<file path="src/rtl/pwm_ctrl.sv">
// pwm_ctrl
// Sequencer and configuration front-end for the PWM period counter.
// A prescaler produces a tick every (prescale+1) clocks. Each tick advances
// the period counter, which wraps after (period+1) ticks. The period/duty/
// prescale set is double-buffered: software loads a pending copy through a
// valid/ready handshake, and the active copy is replaced only in IDLE or on
// a period wrap, so a running waveform never changes shape mid-period.
//
// Ports:
//   clk, rst_n    clock, asynchronous active-low reset
//   start         one-cycle request to begin (or to resume from DRAIN)
//   stop          one-cycle request to finish the current period, then idle
//   cfg_valid     configuration word valid
//   cfg_ready     pending slot empty; a word is taken when valid && ready
//   cfg_period    terminal count; period is cfg_period+1 ticks
//   cfg_duty      high time in ticks
//   cfg_prescale  tick every cfg_prescale+1 clocks
//   count         current period counter value
//   tick          counter advance strobe
//   pwm_out       PWM waveform
//   period_done   one-cycle pulse in the cycle after a period wrap
//   busy          high in RUN or DRAIN
module pwm_ctrl #(
    parameter int WIDTH = 8,
    parameter int PRE_W = 8
) (
    input  logic             clk,
    input  logic             rst_n,
    input  logic             start,
    input  logic             stop,
    input  logic             cfg_valid,
    output logic             cfg_ready,
    input  logic [WIDTH-1:0] cfg_period,
    input  logic [WIDTH-1:0] cfg_duty,
    input  logic [PRE_W-1:0] cfg_prescale,
    output logic [WIDTH-1:0] count,
    output logic             tick,
    output logic             pwm_out,
    output logic             period_done,
    output logic             busy
);

    typedef enum logic [1:0] {
        IDLE  = 2'd0,
        RUN   = 2'd1,
        DRAIN = 2'd2
    } state_t;

    typedef struct packed {
        logic [WIDTH-1:0] period;
        logic [WIDTH-1:0] duty;
        logic [PRE_W-1:0] prescale;
    } cfg_t;

    state_t           state_q;
    state_t           state_d;
    cfg_t             active_q;
    cfg_t             pend_q;
    logic             pend_valid_q;
    logic [PRE_W-1:0] presc_cnt_q;
    logic [WIDTH-1:0] count_q;
    logic             period_done_q;

    logic             boundary;
    logic             accept;
    logic             apply;

    // Outputs and strobes are decoded from registered state only.
    assign busy        = (state_q != IDLE);
    assign tick        = busy && (presc_cnt_q == active_q.prescale);
    assign boundary    = tick && (count_q == active_q.period);
    assign cfg_ready   = !pend_valid_q;
    assign accept      = cfg_valid && cfg_ready;
    // In IDLE there is no waveform to protect, so the pending word goes
    // live immediately; otherwise it waits for the wrapping tick.
    assign apply       = pend_valid_q && ((state_q == IDLE) || boundary);
    assign count       = count_q;
    assign period_done = period_done_q;
    assign pwm_out     = busy && (count_q < active_q.duty);

    // NOTE: every signal written in an always_comb gets a default first so
    // that no path leaves it unassigned, which would infer a latch.
    always_comb begin
        state_d = state_q;
        unique case (state_q)
            IDLE: begin
                if (start) begin
                    state_d = RUN;
                end
            end
            RUN: begin
                if (stop) begin
                    state_d = DRAIN;
                end
            end
            DRAIN: begin
                // stop beats start when both arrive together.
                if (start && !stop) begin
                    state_d = RUN;
                end else if (boundary) begin
                    state_d = IDLE;
                end
            end
            default: state_d = IDLE;
        endcase
    end

    // NOTE: sequential state uses non-blocking assignments so every register
    // samples the pre-edge values of the others, independent of block order.
    always_ff @(posedge clk or negedge rst_n) begin
        if (!rst_n) begin
            state_q <= IDLE;
        end else begin
            state_q <= state_d;
        end
    end

    // Prescaler and period counter. Leaving DRAIN always coincides with a
    // wrapping tick, so both counters are already heading to zero then.
    always_ff @(posedge clk or negedge rst_n) begin
        if (!rst_n) begin
            presc_cnt_q   <= '0;
            count_q       <= '0;
            period_done_q <= 1'b0;
        end else begin
            period_done_q <= boundary;
            if (!busy) begin
                presc_cnt_q <= '0;
                count_q     <= '0;
            end else if (tick) begin
                presc_cnt_q <= '0;
                count_q     <= (count_q == active_q.period) ? '0 : count_q + 1'b1;
            end else begin
                presc_cnt_q <= presc_cnt_q + 1'b1;
            end
        end
    end

    // Double-buffered configuration. accept requires an empty slot and apply
    // requires a full one, so the two never fire in the same cycle.
    // NOTE: the active set is reset to a defined value (longest period, zero
    // duty, no prescale) so a start without any prior configuration still
    // produces a benign, predictable waveform.
    always_ff @(posedge clk or negedge rst_n) begin
        if (!rst_n) begin
            active_q.period   <= '1;
            active_q.duty     <= '0;
            active_q.prescale <= '0;
            pend_q            <= '0;
            pend_valid_q      <= 1'b0;
        end else begin
            if (accept) begin
                pend_q.period   <= cfg_period;
                pend_q.duty     <= cfg_duty;
                pend_q.prescale <= cfg_prescale;
                pend_valid_q    <= 1'b1;
            end else if (apply) begin
                active_q     <= pend_q;
                pend_valid_q <= 1'b0;
            end
        end
    end

endmodule

</file>
<file path="config.mk">
export PLATFORM = sky130hd
export DESIGN_NAME = pwm_ctrl
export DESIGN_NICKNAME = d
export VERILOG_FILES = /design/src/rtl/pwm_ctrl.sv
export SDC_FILE = /design/constraint.sdc
export NUM_CORES = 1
export LEC_CHECK = 0
export BUFFER_PORTS_ARGS = -buffer_cell sky130_fd_sc_hd__clkbuf_2
export CORE_MARGIN = 2
export CORE_UTILIZATION = 50
export DETAILED_ROUTE_END_ITERATION = 8
export PLACE_DENSITY_LB_ADDON = 0.25
export SKIP_LAST_GASP = 1
export SYNTH_ARGS = -nofsm -noshare
export SYNTH_HDL_FRONTEND = slang
export SYNTH_SLANG_ARGS = --single-unit
</file>
<file path="constraint.sdc">
create_clock -name clk -period 1.83 [get_ports clk]
set_clock_uncertainty 0.1 [all_clocks]
set_input_delay 0.366 -clock clk [delete_from_list [all_inputs] [get_ports clk]]
set_output_delay 0.366 -clock clk [all_outputs]
set_load 0.03 [all_outputs]
</file>
==> metrics.csv <==
metric;value;unit
timing.final.crit_share;1.37;
synthTopCellsByArea;dfrtp_1 41%, mux2_2 7.4%, dfstp_2 5.7%;
path_clk_slew;0.09;ns
synth_edf_count;0;
yosys.area_share.xor_xnor;0.0549;
slowest_delay;0.40;ns
cp.required;1.36;ns
worstHoldPathType;in2reg;
syn_avg_cell_area;10.2;µm²
end_kind;output pin;
critPathSlowestCell;dfrtp_1;
dp.cells;537;
die-area;8040;µm²
synth-compound-area-share;0.192;
crit_chain;inv_1, ha_1, a21o_1, a31oi_1, o21ai_1, a31oi_4, buf_8;
ant_nets;0;
instances_no_fill;592;
final_nets;526;
tritoncts;done;
violations;negative setup slack;
status;finished, violations left;
async_flop_share;1.00;
vias_per_cell;6.83;
vias;4041;
multiInputGateArea;2550;µm²
cp_max_fo;2;
rsz0062_at_grt;yes;
drc;0;
fmax;399;MHz
place.gp.congestion;0.888;
slew_headroom;0.664;
crit_arrival;2.04;ns
drv_cap;0;
synth_top_family_by_area;compound AO/OA/AOI/OAI gates;
drt_first_pass_iters;6;
syn2layout_area_growth;64.4;%
grt_pass1_vias;3546;
synth-seq-cells;68;
drive_above_1_share;0.548;
ctsHtreeMaxLevel;3;
cts_sinks;68;
post-place-ws;-0.289;ns
yosys_warnings;0;
synth_fp_nets;399;
root_buffer;clkbuf_8;
insertion_delay;0.37;ns
hpwlAfterDp;5900;µm
maxSlewViolCount;0;
intPower;0.00511;W
regArea;1720;µm²
peakVddDrop;1.03;mV
die_x;89.7;µm
synth_cell_type_count;41;
synthMuxAreaShare;0.0818;
fillers;346;
routedWlPerCell;26.5;µm
fin_worst_hold_slack;0.0995;ns
clockPowerShare;0.144;
cts_made_buffers;9;
fp.dieH;89.7;µm
startpoint_type;flip-flop;
p_seq_frac;0.262;
grt_util_all_layers;0.316;
core;7180;µm²
finalSetupTns;-12.15;ns
synth_flop_cell;dfrtp_1;
p_comb_frac;0.593;
n_antenna_cell;0;
path_class;reg2out;
yosysTopAreaCell;dfrtp_1;
synth-simple-area-share;0.124;
hold_viol;0;
grt_pass1_wl;19000;µm
p_leak;2.54;nW
ios;42;
syn_area;3670;µm²
portBuffers;41;
tightestPinTransition;0.500;ns
clock_path_buffers;2;
antenna_found_initial;0;
syn-instance-count;361;
drt_iter0_drc;453;
power.switching;0.00409;W
overflow;0;
rows;31;
powerDensity;1520;nW/µm²
yosys.area.top_type_share;0.409;
p_sw_frac;0.445;
grt_max_degree;69;
initial_core_util;0.512;
fin_crit;2.51;ns
synth-seq-area-share;0.466;
synth-adder-area-share;0.0307;
routed_wl;15700;µm
setup_viol;38;
setup_ws;-0.675;ns
[logic make-up after synthesis]
family,after synthesis
xor gates and xnor gates,23
AOI/OAI and AO/OA,94
buffers and inverters,43
and+or+nand+nor,97
muxes,27
DFF,68
adders and majority gates,9
[cell usage after synthesis (9+ instances only)]
cell       number
a31oi_1        28
clkbuf_1       20
dfrtp_1        60
ha_1            9
inv_1          13
mux2_2         24
nand2_1        32
nand3_1        31
nor2_1         12
o22ai_1         9
o2bb2ai_1      18
o311ai_0       21
xnor2_1        10
xor2_1         13
[state kept, by name (all words and copies together), names as in the netlist]
name,flops
pend_q,24
active_q,24
pend_valid_q,1
state_q,2
count,8
presc_cnt_q,8
period_done,1
[repair_timing]
item,CTS,global route
cloned,9,2
hold endpoints to repair,60,0
resized for setup,94,90
setup buffers,15,26
hold buffers,1,0
setup endpoints to repair,39,38
pin swaps,47,40
[through the flow]
step,cell area [µm²],power (W),util
after global routing,6030,0.00945,0.841
final,6030,0.00919,0.841
after global placement,4460,0.00522,0.621
after CTS,5490,0.00776,0.765
after detailed placement,4460,0.00537,0.621
after floorplan,3740,0.00437,-
[power groups by stage]
stage / Combinational [W] / Clock (W) / Sequential [W]
floorplan: 0.00207 / 0 / 0.00230
global placement: 0.00291 / 0 / 0.00231
detailed placement: 0.00302 / 0 / 0.00235
CTS: 0.00418 / 0.00125 / 0.00233
global route: 0.00564 / 0.00137 / 0.00245
finish: 0.00546 / 0.00133 / 0.00241
[final cells by class]
type,instances,area share
clock inverters,4,0.00850
multi-input cells,250,0.423
well taps,99,0.0205
clock buffers,12,0.0241
flip-flops and latches,68,0.285
inverters,15,0.0120
repair buffers,144,0.226
[layout by cell type, fill, tap and decap left out, drive strengths merged, types with 10 or more instances in the layout]
cell type | Yosys | routed
nand3 | 31 | 31
nand2 | 32 | 32
dfrtp | 60 | 60
o311ai | 24 | 24
mux2 | 24 | 24
xor2 | 13 | 13
o2bb2ai | 18 | 18
clkbuf | 21 | 52
xnor2 | 10 | 10
buf | 7 | 101
a31oi | 28 | 28
nor2 | 13 | 13
inv | 13 | 13
[worst paths after layout]
path / endpoint / slack, ns / start / depth (start not counted)
max: pwm_out / -0.68 / active_q[12] / 7
min: state_q[0] / 0.1 / stop / 2
max reg2reg: active_q[10] / -0.49 / presc_cnt_q[3] / 8
min reg2reg: pend_q[16] / 0.42 / pend_q[16] / 1
max in group asynchronous: active_q[22] / 0.82 / rst_n / 3
min in group asynchronous: active_q[4] / 0.46 / rst_n / 3
[critical path, delay by kind of cell (launching register included)]
family,cells,cell delay (ns)
AO/OA/AOI/OAI,4,0.75
adder cells (fa/ha/maj),1,0.25
buffers and inverters,2,0.28
flip-flops,1,0.40
[metal layers]
layer / track usage / up-vias / part of all wire / routed length (µm)
met4: 0.121 / 0 / 0.070 / 1100
li1: - / 1616 / - / -
met2: 0.489 / 356 / 0.46 / 7160
met3: 0.0484 / 111 / 0.10 / 1580
met1: 0.448 / 1958 / 0.37 / 5870
met5: 0 / - / 0 / 0
Power figures use the tool's default switching activity.
